===== config.mk =====
export PLATFORM = sky130hd
export DESIGN_NAME = interval_timer
export DESIGN_NICKNAME = d
export VERILOG_FILES = /design/src/rtl/interval_timer.sv
export SDC_FILE = /design/constraint.sdc
export NUM_CORES = 1
export LEC_CHECK = 0
export ABC_AREA = 1
export BUFFER_PORTS_ARGS = -buffer_cell sky130_fd_sc_hd__buf_2
export CAP_MARGIN = 10
export CORE_AREA = 2 2 109 111
export DETAILED_ROUTE_END_ITERATION = 7
export DIE_AREA = 0 0 111 113
export GPL_TIMING_DRIVEN = 1
export SYNTH_ARGS = -nofsm -noshare
export SYNTH_HDL_FRONTEND = slang
export SYNTH_SLANG_ARGS = --single-unit

===== constraint.sdc =====
create_clock -name clock -period 4.3 [get_ports clock]
set_input_delay 0.43 -clock clock [delete_from_list [all_inputs] [get_ports clock]]
set_output_delay 0.43 -clock clock [all_outputs]
set_load 0.01 [all_outputs]

===== src/rtl/interval_timer.sv =====
// Memory-mapped free-running cycle timer with a sticky compare-match interrupt for cp0.
// Optional periodic auto-reload of the compare register is enabled by defining TIMER_AUTORELOAD_EN.
module interval_timer #(
    parameter int               width       = 32,
    parameter logic [width-1:0] CYCLE_ADDR  = 32'hFFFF001C,
    parameter logic [width-1:0] ACK_ADDR    = 32'hFFFF006C,
    parameter logic [width-1:0] RELOAD_ADDR = 32'hFFFF0070
) (
    input  logic             clock,
    input  logic             reset,
    input  logic [width-1:0] address,
    input  logic [width-1:0] data,
    input  logic             MemRead,
    input  logic             MemWrite,
    output logic [width-1:0] TimerRead,
    output logic             TimerAddress,
    output logic             TimerInterrupt,
    output logic [width-1:0] cycle
);

`ifdef TIMER_AUTORELOAD_EN
    localparam bit AUTORELOAD = 1'b1;
`else
    localparam bit AUTORELOAD = 1'b0;
`endif

    logic [width-1:0] cycle_q, cycle_d;
    logic [width-1:0] compare_q, compare_d;
    logic             pending_q, pending_d;
    logic             hit_cycle, hit_ack, hit_reload, match;

    // The reload window is only decoded when the period register exists.
    assign hit_cycle  = (address == CYCLE_ADDR);
    assign hit_ack    = (address == ACK_ADDR);
    assign hit_reload = AUTORELOAD && (address == RELOAD_ADDR);
    assign match      = (cycle_q == compare_q);

`ifdef TIMER_AUTORELOAD_EN
    logic [width-1:0] period_q, period_d;

    always_comb begin
        period_d = period_q;
        if (MemWrite && hit_reload)
            period_d = data;
    end

    always_ff @(posedge clock or posedge reset) begin
        if (reset)
            period_q <= '0;
        else
            period_q <= period_d;
    end
`endif

    // NOTE: every always_comb output gets a default first so no path can infer a latch.
    always_comb begin
        cycle_d   = cycle_q + width'(1);
        compare_d = compare_q;
        pending_d = pending_q;
`ifdef TIMER_AUTORELOAD_EN
        if (match && (period_q != '0))
            compare_d = compare_q + period_q;
`endif
        // A CPU store outranks the reload; the match above already used the old compare.
        if (MemWrite && hit_cycle)
            compare_d = data;
        // Set beats acknowledge when both land on the same edge.
        if (MemWrite && hit_ack)
            pending_d = 1'b0;
        if (match)
            pending_d = 1'b1;
    end

    // NOTE: state registers use non-blocking assignments so every flop samples pre-edge values.
    always_ff @(posedge clock or posedge reset) begin
        if (reset) begin
            cycle_q   <= '0;
            compare_q <= '1;
            pending_q <= 1'b0;
        end else begin
            cycle_q   <= cycle_d;
            compare_q <= compare_d;
            pending_q <= pending_d;
        end
    end

    assign TimerRead      = (MemRead && hit_cycle) ? cycle_q : '0;
    assign TimerAddress   = hit_cycle || hit_ack || hit_reload;
    assign TimerInterrupt = pending_q;
    assign cycle          = cycle_q;

endmodule


Word-level counts from Yosys, hierarchy flattened
Cells that the tools add are included.
- register bits after elaboration: 65
- input port bits: 68
- output and inout bits: 66
- logic and storage cells: 15
- $add $sub $neg: 1
- eq/ne operators: 3
- mux-type cells: 3
- reductions and logical operators: 5
- operators with widths (cell ; count):
    32-bit == test, second input constant ; 2
    32-bit by 1-bit adder with 32-bit output, second input constant ; 1
    32-bit == test ; 1
    32-bit two-way mux ; 1
    1-bit logical AND ; 3
    1-bit two-way mux ; 2
    2-bit nonzero test ; 1
    1-bit logical OR ; 1

Longest topological paths before layout
Gate-level depths: netlist of run 1.
- word-level depth: 4
- depth in mapped cells: 9
- gate-level depth less buffers: 9

Worst setup path before layout of run 1
No wires, ideal clock.
- path kind: input port to output port
- start point: input address[30]
- end point: output TimerRead[10]
- arrival time: 1414 ps
- data required time: 3870 ps
- setup slack: 2456 ps
- cell stages on the path: 5
- path buffers: 1
- cell sequence: nand4_1 nor3_4 nand3_4 buf_6 nor2_2
- longest elaborated chain between the ends: 3
- ends and longest elaborated chain (what ; line ; source):
    start: declaration ; 11 ; input logic [width-1:0] address,
    32-bit == test ; 33 ; assign hit_cycle = (address == CYCLE_ADDR);
    1-bit logical AND ; 87 ; assign TimerRead = (MemRead && hit_cycle) ? cycle_q : '0;
    32-bit two-way mux ; 87 ;
    end: declaration ; 15 ; output logic [width-1:0] TimerRead,
Every way passes these cells.

Worst setup path after layout of run 1
- start point: input address[1]
- end point: output TimerRead[5]
Same word-level chain as after synthesis.

==> out/qor.yml, run 1 <==
logic_synthesis:
  syn_avg_cell_area_sq_um: 7.92
  synth_xor_area_share_pct: 12.1
  synth-compound-area-share_pct: 0.192
  synth_fa_ha_area_share_pct: 0.320
  yosys_warnings: 0
  synth.area.mux_share_pct: 0
  synthSimpleGateAreaFrac_pct: 37.0
  ys_ff_latch: 65
  synth_top_family_by_area: "simple AND/OR/NAND/NOR gates"
  syn_nets: 562
  syn-cell-area_sq_um: 3900
  synthCells: 493
  synth_cell_types: 23
  seq_area_frac_synth_pct: 42.7
sta:
  setup_viol: 0
  rsz0062_at_grt: "no"
  drv_slew: 0
  fin_ws_ns: 1.60
  skew_ns: 0.00751
  period_share_pct: 62.7
  hold_viol: 0
  fmax_ghz: 0.371
  worst_pin_slew_ns: 0.654
  min_period_ns: 2.70
  tns_ns: 0
  maxSlewHeadroom_pct: 56.4
layout:
  final_common_cell: "nand2_1"
  n_fill_cell: 1179
  final_cell_mix: "163 x nand2_1, 133 x buf_2, 46 x inv_1"
  synthToLayoutAreaGrowth_pct: 26.6
  nets: 692
  drive_gt1_share_pct: 35.4
  antenna_cells: 0
placed_design:
  io_buffers: 133
  place_ws_ns: 1.55
  dp_hpwl_um: 8380
  gp_congestion: 0.926
hold_path:
  hp-class: "in -> async"
setup_path:
  worst-setup-path-type: "in -> out"
  rr_worst_depth: 7
  critPathRequiredTime_ns: 3.87
  worstPathMaxFanout: 35
  cp_cell_sequence: "buf_2 -> nor3_1 -> nand2_1 -> nor2_4 -> buf_4 -> nand3_4 -> nor2_2 -> buf_2"
  critPathBufInv: 3
  crit_path_start_kind: "input pin"
  slowest_delay_ns: 0.53
  critical_path_arrival_ns: 2.27
  critPathTopFamily: "simple AND/OR/NAND/NOR gates"
  worst-path-stages: 8
  crit_slowest_cell: "nand3_4"
  critical_path.startpoint: "address[1]"
  crit_path_end_kind: "output pin"
  worstReg2RegStart: "cycle[1]"
  cp_common_cell: "buf_2"
routing:
  routed_wl_um: 10600
  vias_per_cell: 4.58
  drcViolationCount: 0
  drtIter0Drc: 134
  wl_per_cell_um: 13.8
  drt_pass1_iterations: 4
  ant_nets: 0
  vias: 3533
cts:
  clock_latency_ns: 0.33
  clk_pin_slew_ns: 0.05
  cts_tree: "done"
  clk_path_buf_depth: 2
  clock-sinks: 65
  post_cts_buffers: 0
  ctsResizeCount: 0
  ctsHoldBuffers: 0
  numCtsBuffers: 9
  htree_levels: 3
  cts-root-buf: "clkbuf_16"
global_route:
  grt_overflow: 0
  grt_pass1_vias: 3408
  grt_max_degree: 41
  grt_pass1_wl_um: 17000
  track_usage_pct: 17.1
  antenna_found_initial: 0
pwr:
  power_density_nw_per_um2: 282
  peakVddDrop_mv: 0.165
  power.leakage_nw: 2.41
floorplan:
  io_pins: 134
  coreArea_sq_um: 11300
  die-area_sq_um: 12500
  rows: 39
  initial_utilization_pct: 34.6
  die_x_um: 111
  die_h_um: 113
status:
  outcome: "complete, no violations"
run:
  cap_violations: 0
[path summary, 6_finish.rpt]
kind | to | slack, ns
max | TimerRead[5] | 1.60
min | TimerInterrupt | 0.15
max reg2reg | cycle[24] | 2.53
min reg2reg | compare_q[31] | 0.47
max in group asynchronous | compare_q[31] | 3.22
min in group clock | compare_q[2] | 0.32
[kinds of logic (layout without fill, tap and decap cells)]
logic type | after synthesis | in the layout
buffers and inverters | 64 | 199
AO/OA/AOI/OAI | 1 | 1
adder cells (fa/ha/maj) | 1 | 1
flip-flops | 65 | 65
AND/OR/NAND/NOR | 308 | 308
XOR/XNOR | 54 | 54
[layout make-up]
cell class	instances	area, sq um	share of cell area [%]
Tap cell	143	179	3.62
Sequential cell	65	1670	33.7
Inverter	47	176	3.57
Timing Repair Buffer	136	688	13.9
Clock buffer	11	243	4.91
Clock inverter	5	55.1	1.11
Multi-Input combinational cell	364	1940	39.2
[through the flow]
step | hold WS, ns | cells | utilization [%] | instance area, sq um | power [mW]
after CTS | 0.157 | 771 | 43.9 | 4940 | 1.41
after global placement | 0.460 | 755 | 41.2 | 4650 | 0.675
final | 0.152 | 771 | 43.9 | 4940 | 1.39
after global routing | 0.195 | 771 | 43.9 | 4940 | 1.44
after floorplan | 0.449 | 493 | - | 3910 | 0.640
after detailed placement | 0.461 | 755 | 41.2 | 4650 | 0.677
[state kept, by name, summed over array words and instances (netlist names)]
register / cells
TimerInterrupt: 1
compare_q: 32
cycle: 32
[per-layer routing]
| layer | vias to the layer above | part of all wire (%) | routed length (um) | track usage, % |
|---|---|---|---|---|
| met2 | 91 | 47 | 5050 | 28.0 |
| li1 | 1807 | - | - | - |
| met1 | 1623 | 45 | 4810 | 22.5 |
| met3 | 12 | 5.6 | 593 | 3.86 |
| met4 | 0 | 1.7 | 184 | 6.08 |
| met5 | - | 0 | 0 | 0 |
[cell usage after synthesis, drive strengths merged]
cell,instances,area [sq um]
and2,1,6.26
buf,13,109
clkbuf,4,16.3
dfrtp,33,826
dfstp,32,841
ha,1,12.5
inv,47,176
nand2,163,612
nand3,12,85.1
nand4,39,244
nor2,73,374
nor3,20,123
o21a,1,7.51
xnor2,26,228
xor2,28,245
[power by group]
group	switching [mW]	internal [mW]	leakage, nW	total [mW]
combinational	0.0290	0.0236	1.50	0.0526
clock	0.265	0.462	0.142	0.727
sequential	0.00000000231	0.614	0.771	0.614
[worst register-to-register path: cells and delay by family, from the launching register on]
| kind | cells | cell delay [ns] |
|---|---|---|
| simple gates | 5 | 0.85 |
| flops | 1 | 0.41 |
| fa+ha+maj | 1 | 0.20 |
| xor+xnor | 1 | 0.17 |
Power figures use the tool's default switching activity.
==> inputs of run 2 (changes only) <==
==> constraint.sdc (replaced) <==
create_clock -name clock -period 2.17 [get_ports clock]
set_input_delay 0.217 -clock clock [delete_from_list [all_inputs] [get_ports clock]]
set_output_delay 0.217 -clock clock [all_outputs]
set_load 0.01 [all_outputs]
==> run 2 against run 1 <==
Effect of this change:
- count of clock-buffer cells in the layout is 2 higher
- critical path depth decreased by 2
- die area did not move
==> out/qor.yml, run 2 (synthesis results as in run 1) <==
placed_design:
  gp_congestion: 0.896  # -3.3%
  place_ws_ns: 0.363  # -1.19 ns
  io_buffers: 133  # unchanged
  placed_cell_area_sq_um: 4680  # +0.75%
  dp_hpwl_um: 8490  # +1.4%
  dp.cells: 758  # +0.40%
cts:
  cts_tree: "done"
  clock-sinks: 65  # unchanged
  htree_levels: 3  # unchanged
  clk_pin_slew_ns: 0.05  # about the same
  numCtsBuffers: 9  # unchanged
  cts-root-buf: "clkbuf_16"
  clk_path_buf_depth: 2  # unchanged
  ctsResizeCount: 0  # unchanged
  clock_latency_ns: 0.32  # about the same
layout:
  drive_gt1_share_pct: 35.4  # +0.093 points
  multiInputGateArea_sq_um: 1940  # unchanged
  antenna_cells: 0  # unchanged
  final_cell_mix: "163 x nand2_1, 133 x buf_2, 46 x inv_1"
  final_common_cell: "nand2_1"
  design_area_sq_um: 4990  # +0.96%
  n_fill_cell: 1187  # +0.68%
  fin_cells: 775  # +0.52%
  synthToLayoutAreaGrowth_pct: 27.8
  nets: 696  # +0.58%
  utilization_pct: 44.3  # +0.42 points
  seqCellArea_sq_um: 1670  # unchanged
setup_path:
  critPathTopFamily: "simple AND/OR/NAND/NOR gates"
  crit_path_end_kind: "register"
  cp_common_cell: "nand2_1"
  cp_cell_sequence: "inv_1 -> nor3_1 -> nand2_1 -> nor2_2 -> nand2_1 -> xor2_1"
  slowest_delay_ns: 0.46  # -0.07 ns
  worstPathMaxFanout: 5  # -86%
  worst-setup-path-type: "reg -> reg"
  critPathRequiredTime_ns: 2.37  # -1.50 ns
  critical_path_arrival_ns: 1.94  # -0.33 ns
  critPathBufInv: 1  # -2
  crit_slowest_cell: "dfrtp_1"
  crit_path_start_kind: "register"
routing:
  ant_nets: 0  # unchanged
  vias: 3635  # +2.9%
  wl_per_cell_um: 14.0  # +1.4%
  drt_pass1_iterations: 4  # unchanged
  routed_wl_um: 10800  # +1.9%
  drcViolationCount: 0  # unchanged
  vias_per_cell: 4.69  # +2.4%
  drtIter0Drc: 207  # +54%
floorplan:
  die_h_um: 113  # unchanged
  die-area_sq_um: 12500  # unchanged
  die_x_um: 111  # unchanged
  rows: 39  # unchanged
  io_pins: 134  # unchanged
  coreArea_sq_um: 11300  # unchanged
  initial_utilization_pct: 34.6  # unchanged
pwr:
  power.leakage_nw: 2.45  # +1.3%
  peakVddDrop_mv: 0.327  # +98%
  power_density_nw_per_um2: 555  # +97%
  totalPowerFinal_mw: 2.77  # +99%
sta:
  fin_ws_ns: 0.432  # -1.17 ns
  fin_hold_ws_ns: 0.116  # -0.0368 ns
  drv_slew: 0  # unchanged
  min_period_ns: 1.74
  rsz0062_at_grt: "no"
  hold_viol: 0  # unchanged
  period_share_pct: 80.1
  setup_viol: 0  # unchanged
  worst_pin_slew_ns: 0.546  # -0.109 ns
  tns_ns: 0  # unchanged
  skew_ns: 0.00520  # -0.00230 ns
  maxSlewHeadroom_pct: 63.6  # +7.3 points
  fmax_ghz: 0.575
global_route:
  antenna_found_initial: 0  # unchanged
  track_usage_pct: 17.5  # +0.31 points
  grt_pass1_wl_um: 17500  # +2.9%
  grt_pass1_vias: 3558  # +4.4%
  grt_overflow: 0  # unchanged
  grt_max_degree: 66  # +61%
run:
  cap_violations: 0  # unchanged
hold_path:
  hp-class: "in -> reg"
status:
  outcome: "complete, no violations"
==> run 2: cell types whose count changed in the layout (fill, tap and decap cells not counted), sizes merged <==
cell         before  now
clkbuf           11   13
dlygate4sd3       0    1
buf             136  139
clkinvlp          2    0
==> run 2: final cells by class <==
| type | instances | share of cell area [%] |
|---|---|---|
| multi-input combinational | 364 | 38.8 |
| inverter | 47 | 3.53 |
| timing repair buffer | 140 | 14.7 |
| clock buffer | 13 | 5.21 |
| tap | 143 | 3.58 |
| sequential | 65 | 33.4 |
| clock inverter | 3 | 0.802 |
==> run 2: final timing paths <==
check,startpoint,endpoint,slack [ns],cells after the start
worst max-delay path,cycle[2],cycle[29],0.43,6
worst min register to register,compare_q[3],compare_q[3],0.47,2
min in group asynchronous,reset,cycle[15],0.52,4
worst min-delay path,data[3],compare_q[3],0.12,3
worst max register to register,cycle[2],cycle[29],0.43,6
max in group asynchronous,reset,compare_q[21],1.34,4
==> run 2: report_power, final <==
group | leakage (nW) | internal, mW | switching [mW]
Clock | 0.150 | 0.948 | 0.496
Sequential | 0.771 | 1.22 | 0.00000000470
Combinational | 1.52 | 0.0517 | 0.0579
Total | 2.45 | 2.22 | 0.554
==> run 2: timing repair <==
| action | in CTS | in global routing |
|---|---|---|
| endpoints found under the setup margin | 0 | 0 |
| hold buffers | 1 | 0 |
| endpoints found under the hold margin | 33 | 0 |
| buffers inserted | 0 | 0 |
==> run 2: per-layer routing <==
metal,track usage (%),wire [um]
met1,23.0,4840
met2,28.9,5250
met3,3.05,538
met4,6.58,204
met5,0,0
==> run 2: worst reg2reg max path, delay by kind of cell (launching register included) <==
| kind | cells | cell delay, ns |
|---|---|---|
| xor+xnor | 1 | 0.16 |
| flops | 1 | 0.46 |
| simple gates | 4 | 0.87 |
| buf+inv | 1 | 0.15 |
